$ cat src/rtl/mem_bus_arbiter_pkg.sv
// Shared bus types, arbiter state encoding and helper for the memory bus arbiter.
// Contents: ibus/dbus/cbus request and response payloads, arb_state_t, MSIZE4.
package mem_bus_arbiter_pkg;

    localparam int unsigned ADDR_W  = 64;
    localparam int unsigned IDATA_W = 32;
    localparam int unsigned DDATA_W = 64;
    localparam int unsigned STRB_W  = 8;
    localparam int unsigned SIZE_W  = 3;

    // Transfer size code for a 4-byte instruction fetch.
    localparam logic [SIZE_W-1:0] MSIZE4 = 3'b010;

    typedef enum logic [1:0] {
        IDLE  = 2'd0,
        GNT_I = 2'd1,
        GNT_D = 2'd2
    } arb_state_t;

    typedef struct packed {
        logic              valid;
        logic [ADDR_W-1:0] addr;
    } ibus_req_t;

    typedef struct packed {
        logic               addr_ok;
        logic               data_ok;
        logic [IDATA_W-1:0] data;
    } ibus_resp_t;

    typedef struct packed {
        logic               valid;
        logic [ADDR_W-1:0]  addr;
        logic [SIZE_W-1:0]  size;
        logic [STRB_W-1:0]  strobe;
        logic [DDATA_W-1:0] data;
    } dbus_req_t;

    typedef struct packed {
        logic               addr_ok;
        logic               data_ok;
        logic [DDATA_W-1:0] data;
    } dbus_resp_t;

    typedef struct packed {
        logic               valid;
        logic               is_write;
        logic [SIZE_W-1:0]  size;
        logic [ADDR_W-1:0]  addr;
        logic [STRB_W-1:0]  strobe;
        logic [DDATA_W-1:0] data;
    } cbus_req_t;

    typedef struct packed {
        logic               ready;
        logic               last;
        logic [DDATA_W-1:0] data;
    } cbus_resp_t;

    // Pick the 32-bit half of a 64-bit beat addressed by addr[2].
    function automatic logic [IDATA_W-1:0] word_sel(
        input logic [DDATA_W-1:0] beat,
        input logic               hi
    );
        return hi ? beat[DDATA_W-1:IDATA_W] : beat[IDATA_W-1:0];
    endfunction

endpackage

$ cat src/rtl/mem_bus_arbiter_if.sv
// Bundle of the fetch, memory-stage and shared-port buses around the arbiter.
// slave  : arbiter view (takes ireq/dreq/cresp, drives iresp/dresp/creq).
// master : environment view (datapath + memory model).
interface mem_bus_arbiter_if;
    import mem_bus_arbiter_pkg::*;

    ibus_req_t  ireq;
    ibus_resp_t iresp;
    dbus_req_t  dreq;
    dbus_resp_t dresp;
    cbus_req_t  creq;
    cbus_resp_t cresp;

    modport slave (
        input  ireq,
        input  dreq,
        input  cresp,
        output iresp,
        output dresp,
        output creq
    );

    modport master (
        output ireq,
        output dreq,
        output cresp,
        input  iresp,
        input  dresp,
        input  creq
    );

endinterface

$ cat src/rtl/mem_bus_arbiter.sv
// Two-requester arbiter sharing one memory port between instruction fetch (ibus)
// and the memory stage (dbus). dbus has priority until it has won STARVE_LIMIT
// consecutive grants against a waiting ibus, then ibus gets one grant.
// Ports: clk   - clock, rising edge
//        rst   - synchronous active-high reset
//        bus   - slave modport: ireq/dreq in, iresp/dresp out, creq out, cresp in
module mem_bus_arbiter
    import mem_bus_arbiter_pkg::*;
#(
    parameter int unsigned STARVE_LIMIT = 4
) (
    input  logic               clk,
    input  logic               rst,
    mem_bus_arbiter_if.slave   bus
);

    localparam int unsigned CNT_W = (STARVE_LIMIT < 1) ? 1 : $clog2(STARVE_LIMIT + 1);
    localparam logic [CNT_W-1:0] CNT_MAX = CNT_W'(STARVE_LIMIT);

    arb_state_t       r_state;
    arb_state_t       w_state_nxt;
    cbus_req_t        r_hold;
    cbus_req_t        w_hold_nxt;
    logic [CNT_W-1:0] r_starve_cnt;
    logic [CNT_W-1:0] w_cnt_nxt;

    logic       w_starved;
    logic       w_done;
    cbus_req_t  w_creq;
    ibus_resp_t w_iresp;
    dbus_resp_t w_dresp;

    assign w_starved = (r_starve_cnt == CNT_MAX) && bus.ireq.valid;
    assign w_done    = bus.cresp.ready & bus.cresp.last;

    // State, hold register and starvation counter.
    always_ff @(posedge clk) begin
        if (rst) begin
            r_state      <= IDLE;
            r_hold       <= '0;
            r_starve_cnt <= '0;
        end else begin
            r_state      <= w_state_nxt;
            r_hold       <= w_hold_nxt;
            r_starve_cnt <= w_cnt_nxt;
        end
    end

    // Grant selection, request latching and response steering.
    always_comb begin
        w_state_nxt = r_state;
        w_hold_nxt  = r_hold;
        w_cnt_nxt   = r_starve_cnt;
        w_creq      = '0;
        w_iresp     = '0;
        w_dresp     = '0;

        unique case (r_state)
            IDLE: begin
                if (bus.dreq.valid && !w_starved) begin
                    w_state_nxt         = GNT_D;
                    w_hold_nxt          = '0;
                    w_hold_nxt.valid    = 1'b1;
                    w_hold_nxt.is_write = |bus.dreq.strobe;
                    w_hold_nxt.size     = bus.dreq.size;
                    w_hold_nxt.addr     = bus.dreq.addr;
                    w_hold_nxt.strobe   = bus.dreq.strobe;
                    w_hold_nxt.data     = bus.dreq.data;
                    // Only count wins that actually kept a fetch waiting.
                    if (!bus.ireq.valid) begin
                        w_cnt_nxt = '0;
                    end else if (r_starve_cnt != CNT_MAX) begin
                        w_cnt_nxt = r_starve_cnt + CNT_W'(1);
                    end
                end else if (bus.ireq.valid) begin
                    w_state_nxt      = GNT_I;
                    w_hold_nxt       = '0;
                    w_hold_nxt.valid = 1'b1;
                    w_hold_nxt.size  = MSIZE4;
                    w_hold_nxt.addr  = bus.ireq.addr;
                    w_cnt_nxt        = '0;
                end
            end
            GNT_I: begin
                w_creq = r_hold;
                // Intermediate beats (ready without last) are dropped.
                if (w_done) begin
                    w_iresp.addr_ok = 1'b1;
                    w_iresp.data_ok = 1'b1;
                    w_iresp.data    = word_sel(bus.cresp.data, r_hold.addr[2]);
                    w_state_nxt     = IDLE;
                end
            end
            GNT_D: begin
                w_creq = r_hold;
                if (w_done) begin
                    w_dresp.addr_ok = 1'b1;
                    w_dresp.data_ok = 1'b1;
                    w_dresp.data    = bus.cresp.data;
                    w_state_nxt     = IDLE;
                end
            end
            default: begin
                w_state_nxt = IDLE;
            end
        endcase

        // Outputs are quiet for the whole reset window, including the cycle
        // before the reset edge takes the state back to IDLE.
        if (rst) begin
            w_creq  = '0;
            w_iresp = '0;
            w_dresp = '0;
        end
    end

    assign bus.creq  = w_creq;
    assign bus.iresp = w_iresp;
    assign bus.dresp = w_dresp;

endmodule

$ cat src/flat_wrapper.sv
// flat-port wrapper written by rule: the top's interface ports become plain ports
module mem_bus_arbiter_flat import mem_bus_arbiter_pkg::*;
#(
    parameter int unsigned STARVE_LIMIT = 4
)
  (clk, rst, bus_ireq, bus_dreq, bus_cresp, bus_iresp, bus_dresp, bus_creq);
  mem_bus_arbiter_if bus_i ();
  input  logic clk;
  input  logic rst;
  input wire logic [$bits(bus_i.ireq)-1:0] bus_ireq;
  input wire logic [$bits(bus_i.dreq)-1:0] bus_dreq;
  input wire logic [$bits(bus_i.cresp)-1:0] bus_cresp;
  output wire logic [$bits(bus_i.iresp)-1:0] bus_iresp;
  output wire logic [$bits(bus_i.dresp)-1:0] bus_dresp;
  output wire logic [$bits(bus_i.creq)-1:0] bus_creq;
  assign bus_i.ireq = bus_ireq;
  assign bus_i.dreq = bus_dreq;
  assign bus_i.cresp = bus_cresp;
  assign bus_iresp = bus_i.iresp;
  assign bus_dresp = bus_i.dresp;
  assign bus_creq = bus_i.creq;
  mem_bus_arbiter #(.STARVE_LIMIT(STARVE_LIMIT)) u_core (.clk(clk), .rst(rst), .bus(bus_i));
endmodule
$ cat config.mk
export PLATFORM = sky130hd
export DESIGN_NAME = mem_bus_arbiter_flat
export DESIGN_NICKNAME = d
export VERILOG_FILES = /design/src/rtl/mem_bus_arbiter_pkg.sv /design/src/rtl/mem_bus_arbiter_if.sv /design/src/rtl/mem_bus_arbiter.sv /design/src/flat_wrapper.sv
export SDC_FILE = /design/constraint.sdc
export NUM_CORES = 1
export LEC_CHECK = 0
export CAP_MARGIN = 20
export CORE_AREA = 2 2 202 204
export CTS_BUF_LIST = sky130_fd_sc_hd__clkbuf_4 sky130_fd_sc_hd__clkbuf_8
export DETAILED_ROUTE_END_ITERATION = 12
export DIE_AREA = 0 0 204 206
export SKIP_CTS_REPAIR_TIMING = 1
export SLEW_MARGIN = 10
export SYNTH_ARGS = -nofsm -noshare
export SYNTH_HDL_FRONTEND = slang
export SYNTH_SLANG_ARGS = --single-unit
$ cat constraint.sdc
create_clock -name clk -period 3.9 [get_ports clk]
set_clock_uncertainty 0.05 [all_clocks]
set_input_delay 0.78 -clock clk [delete_from_list [all_inputs] [get_ports clk]]
set_output_delay 0.78 -clock clk [all_outputs]
set_load 0.02 [all_outputs]
==> results of run 1 <==
==> flip-flops by register name, indices dropped and copies added, names as in the netlist <==
signal,flops
u_core.r_hold,141
u_core.r_starve_cnt,3
u_core.r_state,2
==> placed cells by master, fill, tap and decap left out, types with 32 or more instances in the layout <==
cell type | Yosys | layout
a22o_1 | 40 | 40
a311oi_1 | 63 | 63
a32oi_1 | 35 | 35
and2_1 | 207 | 207
clkdlybuf4s50_1 | 0 | 511
dfxtp_1 | 146 | 145
mux2i_1 | 32 | 32
nand3_1 | 65 | 64
nor2_1 | 134 | 133
o21ai_0 | 66 | 65
==> per-layer routing <==
metal | vias to the layer above | global-route usage (%) | part of all wire [%]
met3 | 32 | 4.62 | 7.7
met4 | 4 | 4.27 | 1.5
met5 | - | 0 | 0.078
li1 | 4186 | - | -
met2 | 331 | 25.4 | 48
met1 | 4166 | 19.3 | 42
==> area by class of cell <==
cell class | instances | share of cell area, %
clock buffers | 17 | 1.72
diodes | 1 | 0.0184
flip-flops and latches | 146 | 21.5
multi-input cells | 676 | 31.6
inverters | 6 | 0.166
clock inverters | 15 | 0.893
well taps | 532 | 4.90
repair buffers | 530 | 39.2
==> kinds of logic (layout without fill, tap and decap cells) <==
family	Yosys count	in the layout	synth area share, %
adders and majority gates	5	5	0.818
AOI/OAI and AO/OA	215	215	21.2
other	0	1	0
buffers and inverters	112	568	6.27
DFF	146	146	38.2
muxes	32	32	4.19
and+or+nand+nor	424	424	29.3
==> through the flow <==
stage                     hold WS [ps]  cell area (sq um)  total power, mW
after floorplan                    382               7650             2.39
after global placement             393              13200             3.00
after detailed placement           405              13200             3.01
after CTS                          428              13600             4.20
after global routing               455              13600             4.37
final                              421              13600             4.12
==> power groups by stage <==
| stage | combinational, mW | sequential [mW] | clock, mW |
|---|---|---|---|
| after detailed placement | 1.22 | 1.79 | 0 |
| after global routing | 1.32 | 1.78 | 1.27 |
| after floorplan | 0.644 | 1.75 | 0 |
| after CTS | 1.23 | 1.76 | 1.21 |
| final | 1.22 | 1.76 | 1.15 |
| after global placement | 1.21 | 1.79 | 0 |
==> path summary, 6_finish.rpt <==
kind / from / endpoint / slack, ps
hold reg to reg: u_core.r_hold[140] / u_core.r_hold[140] / 420
setup / recovery: u_core.r_state[1] / bus_creq[138] / 440
hold / removal: u_core.r_hold[140] / u_core.r_hold[140] / 420
setup reg to reg: u_core.r_starve_cnt[0] / u_core.r_hold[129] / 1730
==> worst register-to-register path, delay by kind of cell, from the launching register on <==
| kind | cells | cell delay, ps |
|---|---|---|
| and+or+nand+nor | 1 | 600 |
| adders and majority gates | 1 | 270 |
| DFF | 1 | 330 |
| buffers and inverters | 2 | 440 |
| AOI/OAI and AO/OA | 2 | 380 |
==> reports/results.txt, run 1 <==
The number of remaining DRC errors was 0; the number of enable flip-flop cells after synthesis was 0. The initial core utilization was 19.0%. The detailed-placement wirelength estimate is 24300 um. Global routing finished with a remaining overflow of 0. In this run, CTS created clock tree buffers numbering 17. Counting buffers and inverters, the worst setup path is 6 cells deep.

Before CTS, the worst setup slack after placement is 484 ps. The biggest area contributor in the post-synthesis netlist is dfxtp_1. Routability-driven placement finished with a final weighted congestion of 0.810. Data arrives at the worst endpoint at 2630 ps. The height of the die was 206 um; the die area was 42000 sq um.

The depth of the worst hold-timing path works out to 2. The run finished with clean final reports. For the initial antenna violation count, the log shows 3. The master cell of the clock root buffer was clkbuf_8. The class of the most critical setup path is flop to output pin.

The cell total after placement came out at 1890. TritonCTS built the clock tree. The synthesized netlist cell count is 934, and the area overhead of the layout relative to synthesis is 77.8%. The placeable core region is 40200 sq um. The slew of the pin with the lowest slew margin was 997 ps. The slowest stage of the critical path belongs to the cell clkdlybuf4s50_1. The worst reg-to-reg path cell count was 6; the area share of the largest cell type after synthesis was 38.2%.

The logs give 0.194 mV for the highest ir drop seen on vdd and 74 for the number of rows created at floorplan. The biggest cell delay along the critical path works out to 660 ps. For the post-layout net count, the log shows 1655. The endpoint kind of the worst setup timing path was an output pin. The final number of setup-violating endpoints was 0; the number of buffers added on ports was 513.

Measured against its own limit, the worst slew margin works out to 33.4%. By instance count, the leading cell after synthesis is and2_1. The number of nets with antenna violations after routing was 0. For this design the top-level I/O count stands at 514. The most used flip-flop cell after synthesis is dfxtp_1. Of the total power, the share spent switching nets is 33.8%. The final worst-path cycle share works out to 88.8%. The final route contains 8719 vias. Counting along the longest clock path gives a buffer depth of 2. The clock transition time at the flip-flop clock pins of the worst setup and hold paths is 100 ps, and the number of filler instances in the final layout is 4200. The mean instance size in the synthesized netlist works out to 8.19 sq um.

Sorting the synthesized cells by area gives the leading types as dfxtp_1 38%, and2_1 17%, a311oi_1 7.2%, nor2_1 6.6%, a22o_1 4.6%. Highest fanout seen on the critical path: 85. The path class of the tightest hold or removal check is flop to flop. The number of flip-flops and latches in the synthesized netlist came out at 146.

The fraction of registers with async set or reset after synthesis came out at 0%. Measured along the x axis, the die boundary spans 204 um. The static leakage power was 4.93 nW. The logs give 50000 um for the first-pass GRT wire length and 27.8% for the clock network fraction of total power.

Across all setup checks in the final design, the least slack found is 436 ps. The number of nets in the synthesized netlist came out at 1212. The final max-slew violation count was 0; the sequential fraction of design power was 42.6%.

In the final layout, flip-flops and latches occupy 2920 sq um. The run gives 0 as the final hold violation count. The detailed router finished its first iteration with 549 violations. For the via count of the first global-routing pass, the log shows 8439. Grouping stages by cell kind, the critical path spends the most delay in buffers and inverters.

Measured on the finished design, the core utilization comes to 33.8%. The signal on the critical path passes through inv_1 > ha_1 > nor2b_4 > buf_12 > and2_1 > clkdlybuf4s50_1. Adding up every negative setup slack in the final design gives 0 ps. For this block, the routed nets add up to 34500 um of wire. Sequential elements use 38.2% of the synthesized area. The cell internal power dissipation was 2.73 mW.

Ranked by instance count, the synthesized netlist is headed by 207 x and2_1, 146 x dfxtp_1, 134 x nor2_1, 70 x clkbuf_1, 66 x o21ai_0. Final period demand of the worst path: 3460 ps. Yosys mapped the design onto 37 distinct sky130hd cell types. The total standard cell area after synthesis is 7650 sq um, and the area occupied by multi-input gates is 4300 sq um.

The count of cells in the finished layout, fillers not included, comes to 1923. Counting both buffers and inverters, the worst setup path holds a total of 3. After detailed routing, the number of vias per cell comes to 4.53. Entering global routing, the biggest net connects 130 pins. The run gives 3070 ps as the required time at the worst-slack endpoint.

Across every metal layer, demand over resource in global routing totals 15.3%. The total net switching power was 1.39 mW; the count of clock tree sinks was 146. Power spread over the standard cell area amounts to 303 nW/um^2. The worst setup path is launched from a flop. The worst-skew pair later-pin latency came out at 480 ps. Setup repair after global routing left no endpoint under its margin.

The run gives 289 MHz as the achievable frequency. The number of iterations in the first detailed-routing pass came out at 5. Combinational power share: 29.6%. The final routed wire length divided by cell count came out at 17.9 um. During synthesis, Yosys emitted a total of 0 warnings. The H-tree was split into 4 levels. Of the cells placed in the final design, the portion with a size suffix greater than 1 is 4.39%. Number of max-cap violations: 0.
Power figures use the tool's default switching activity.
==> run 2, diff against run 1 <==
--- a/config.mk
+++ b/config.mk
@@ -10,6 +10,8 @@
 export CTS_BUF_LIST = sky130_fd_sc_hd__clkbuf_4 sky130_fd_sc_hd__clkbuf_8
 export DETAILED_ROUTE_END_ITERATION = 12
 export DIE_AREA = 0 0 204 206
+export DONT_BUFFER_PORTS = 1
+export REMOVE_ABC_BUFFERS = 1
 export SKIP_CTS_REPAIR_TIMING = 1
 export SLEW_MARGIN = 10
 export SYNTH_ARGS = -nofsm -noshare
==> run 2 against run 1 <==
  * Highest routed layer is now met4
  * Count of clock-buffer cells in the layout grew 2
  * Combinational power is 40% lower
  * Largest power group unchanged
  * Hold slack got worse by 120 ps
  * Critical endpoint is now bus_creq[88]
  * Largest cell class is now multi-input gates
  * Cell area shrank 38%
  * Via count down 20%
  * Utilization fell by 13 points
  * Sequential power hardly changed
  * Sequential share of layout area up 13 points
==> reports/results.txt, run 2 (same netlist as run 1, synthesis figures left out) <==
After layout, the minimum clock period comes to 3290 ps. For this run, design rule violations remaining after detail routing come to 0. The H-tree generated during clock tree synthesis spans 4 levels. Entering global routing, the biggest net connects 111 pins. The required time at the worst-slack endpoint came out at 3070 ps. Clock latency on the worst-skew pair, taken at its later pin, is 490 ps. The final hold violation count was 0. Class of the most critical setup path: flop to output pin.

The register with the most flip-flops in the layout has 141 of them. Counting every sink on the clock net gives 146. Placeable core region: 40200 sq um. Leaving out fill and tap cells, the most frequent cells in the layout are 207 x and2_1, 145 x dfxtp_1, 133 x nor2_1, 65 x o21ai_0, 64 x nand3_1. For this run, the total global-route usage over all layers was measured as 13.8%. The library cell used most frequently in the layout, excluding fill and tap cells, is and2_1. For the achievable frequency, the log shows 304 MHz. The path class of the tightest hold or removal check is input port to flop. The number of buffers added on ports came out at 0.

The data arrival at the endpoint of the critical path came out at 2460 ps. Final number of setup-violating endpoints: 0. The largest registers in the layout are u_core.r_hold: 141 flops, u_core.r_starve_cnt: 3 flops, u_core.r_state: 2 flops. The per-cell via count in the routed design came out at 4.89. The most flop-heavy register was u_core.r_hold.

The worst setup path is captured at an output pin. The clock passes through at most 2 buffers. IR analysis of the VDD net gives a maximum drop of 0.237 mV. On the final layout, the worst hold slack is 305 ps. For the number of rows created at floorplan, the log shows 74. The number of clock buffers added by TritonCTS is 17.

The startpoint type of the worst setup path was a flop. In the final design database the tool counted 1147 nets. For the number of iterations in the first detailed-routing pass, the log shows 5. The worst reg-to-reg path cell count is 6. The highest fanout seen on the critical path is 105, and the via count of the first global-routing pass is 6428. Depth of the worst hold-timing path: 1. For the static leakage power, the log shows 3.07 nW. Number of nets with antenna violations after routing: 0.

The final worst-path cycle share works out to 84.3%. In this run the power density over the cells is 447 nW/um^2. Once the floorplan was initialized, standard cells occupied 19.0% of the core. The via count is 6952, and the normalized max-slew margin is 30.7%. For the iteration-0 DRC count of the detailed router, the log shows 542.

Max-cap violations in this run came to 0. The overall die width was 204 um. The first global-routing pass estimated 42100 um of wire. The area overhead of the layout relative to synthesis was 11.1%; the routed wire length was 31300 um. The floorplan step defined a die boundary enclosing 42000 sq um. The initial antenna violation count is 7, and the final routed wire length divided by cell count is 22.0 um. For this design the top-level I/O count stands at 514.

In this run the vertical extent of the chip is 206 um. After clock tree synthesis, the clock-pin slew on the worst setup and hold paths is 90 ps. The flow ran to the end, and the final reports show no timing, DRC or antenna violations. The filler cells instantiated in the layout total 4433. The congestion estimate from routability-driven global placement came to 0.831.

Detailed placement finished with a half-perimeter wire length of 22900 um. The cell sitting at the root of the clock tree is a clkbuf_8. Setup repair after global routing left no endpoint under its margin.

The remaining global-route overflow was 0. For the pin with the worst max-slew slack, the measured transition is 1040 ps. The final max-slew violation count is 0, and the fraction of final layout cells with drive strength greater than 1 is 7.37%. The tools report the final design utilization as 21.1%. TritonCTS built the clock tree.
[run 2: cell types whose count changed in the layout (fill, tap and decap cells not counted), sizes merged]
| cell | previous run | this run |
|---|---|---|
| inv | 14 | 10 |
| bufinv | 0 | 2 |
| diode | 1 | 9 |
| clkdlybuf4s50 | 511 | 0 |
| buf | 19 | 22 |
| clkbuf | 17 | 19 |
[run 2: final cells by class]
type / count / area, sq um / area share, %
Timing Repair Buffer: 22 / 165 / 1.94
Clock buffer: 19 / 255 / 3.00
Sequential cell: 146 / 2920 / 34.4
Antenna cell: 9 / 22.5 / 0.265
Multi-Input combinational cell: 676 / 4290 / 50.5
Inverter: 6 / 22.5 / 0.265
Clock inverter: 13 / 151 / 1.78
Tap cell: 532 / 666 / 7.83
[run 2: stage by stage]
| step | instances | cell area, sq um | setup WS [ps] | power [mW] | setup TNS, ps |
|---|---|---|---|---|---|
| final | 1423 | 8500 | 613 | 3.80 | 0 |
| after global routing | 1422 | 8500 | 396 | 4.02 | 0 |
| after CTS | 1414 | 8480 | 543 | 3.88 | 0 |
| after detailed placement | 1382 | 8070 | 981 | 2.56 | 0 |
| after global placement | 1382 | 8070 | 1040 | 2.54 | 0 |
| after floorplan | 828 | 7190 | -1100 | 2.34 | -194410 |
[run 2: critical path, cell delays in order (launching register included)]
cell and delay, ps:
dfxtp_1 360, inv_1 70, ha_1 290, nor2b_4 140
buf_4 620, and2_1 370
[run 2: worst paths after layout]
check | slack (ps) | from | to
worst min register to register | 420 | u_core.r_hold[140] | u_core.r_hold[140]
worst max-delay path | 610 | u_core.r_state[0] | bus_creq[88]
worst max register to register | 1350 | u_core.r_starve_cnt[0] | u_core.r_starve_cnt[1]
worst min-delay path | 300 | rst | u_core.r_hold[75]
[run 2: power by group]
| group | leakage (nW) | switching (mW) | internal [mW] |
|---|---|---|---|
| clock network | 0.199 | 0.676 | 0.603 |
| logic | 1.67 | 0.478 | 0.255 |
| registers | 1.21 | 0.121 | 1.66 |
[run 2: layer usage]
metal / GRT usage (%) / share of wire, % / vias to the layer above
met5: 0 / 0 / -
met4: 6.42 / 3.1 / 0
met1: 15.4 / 38 / 3322
met3: 4.60 / 9.1 / 48
li1: - / - / 3165
met2: 23.8 / 50 / 417
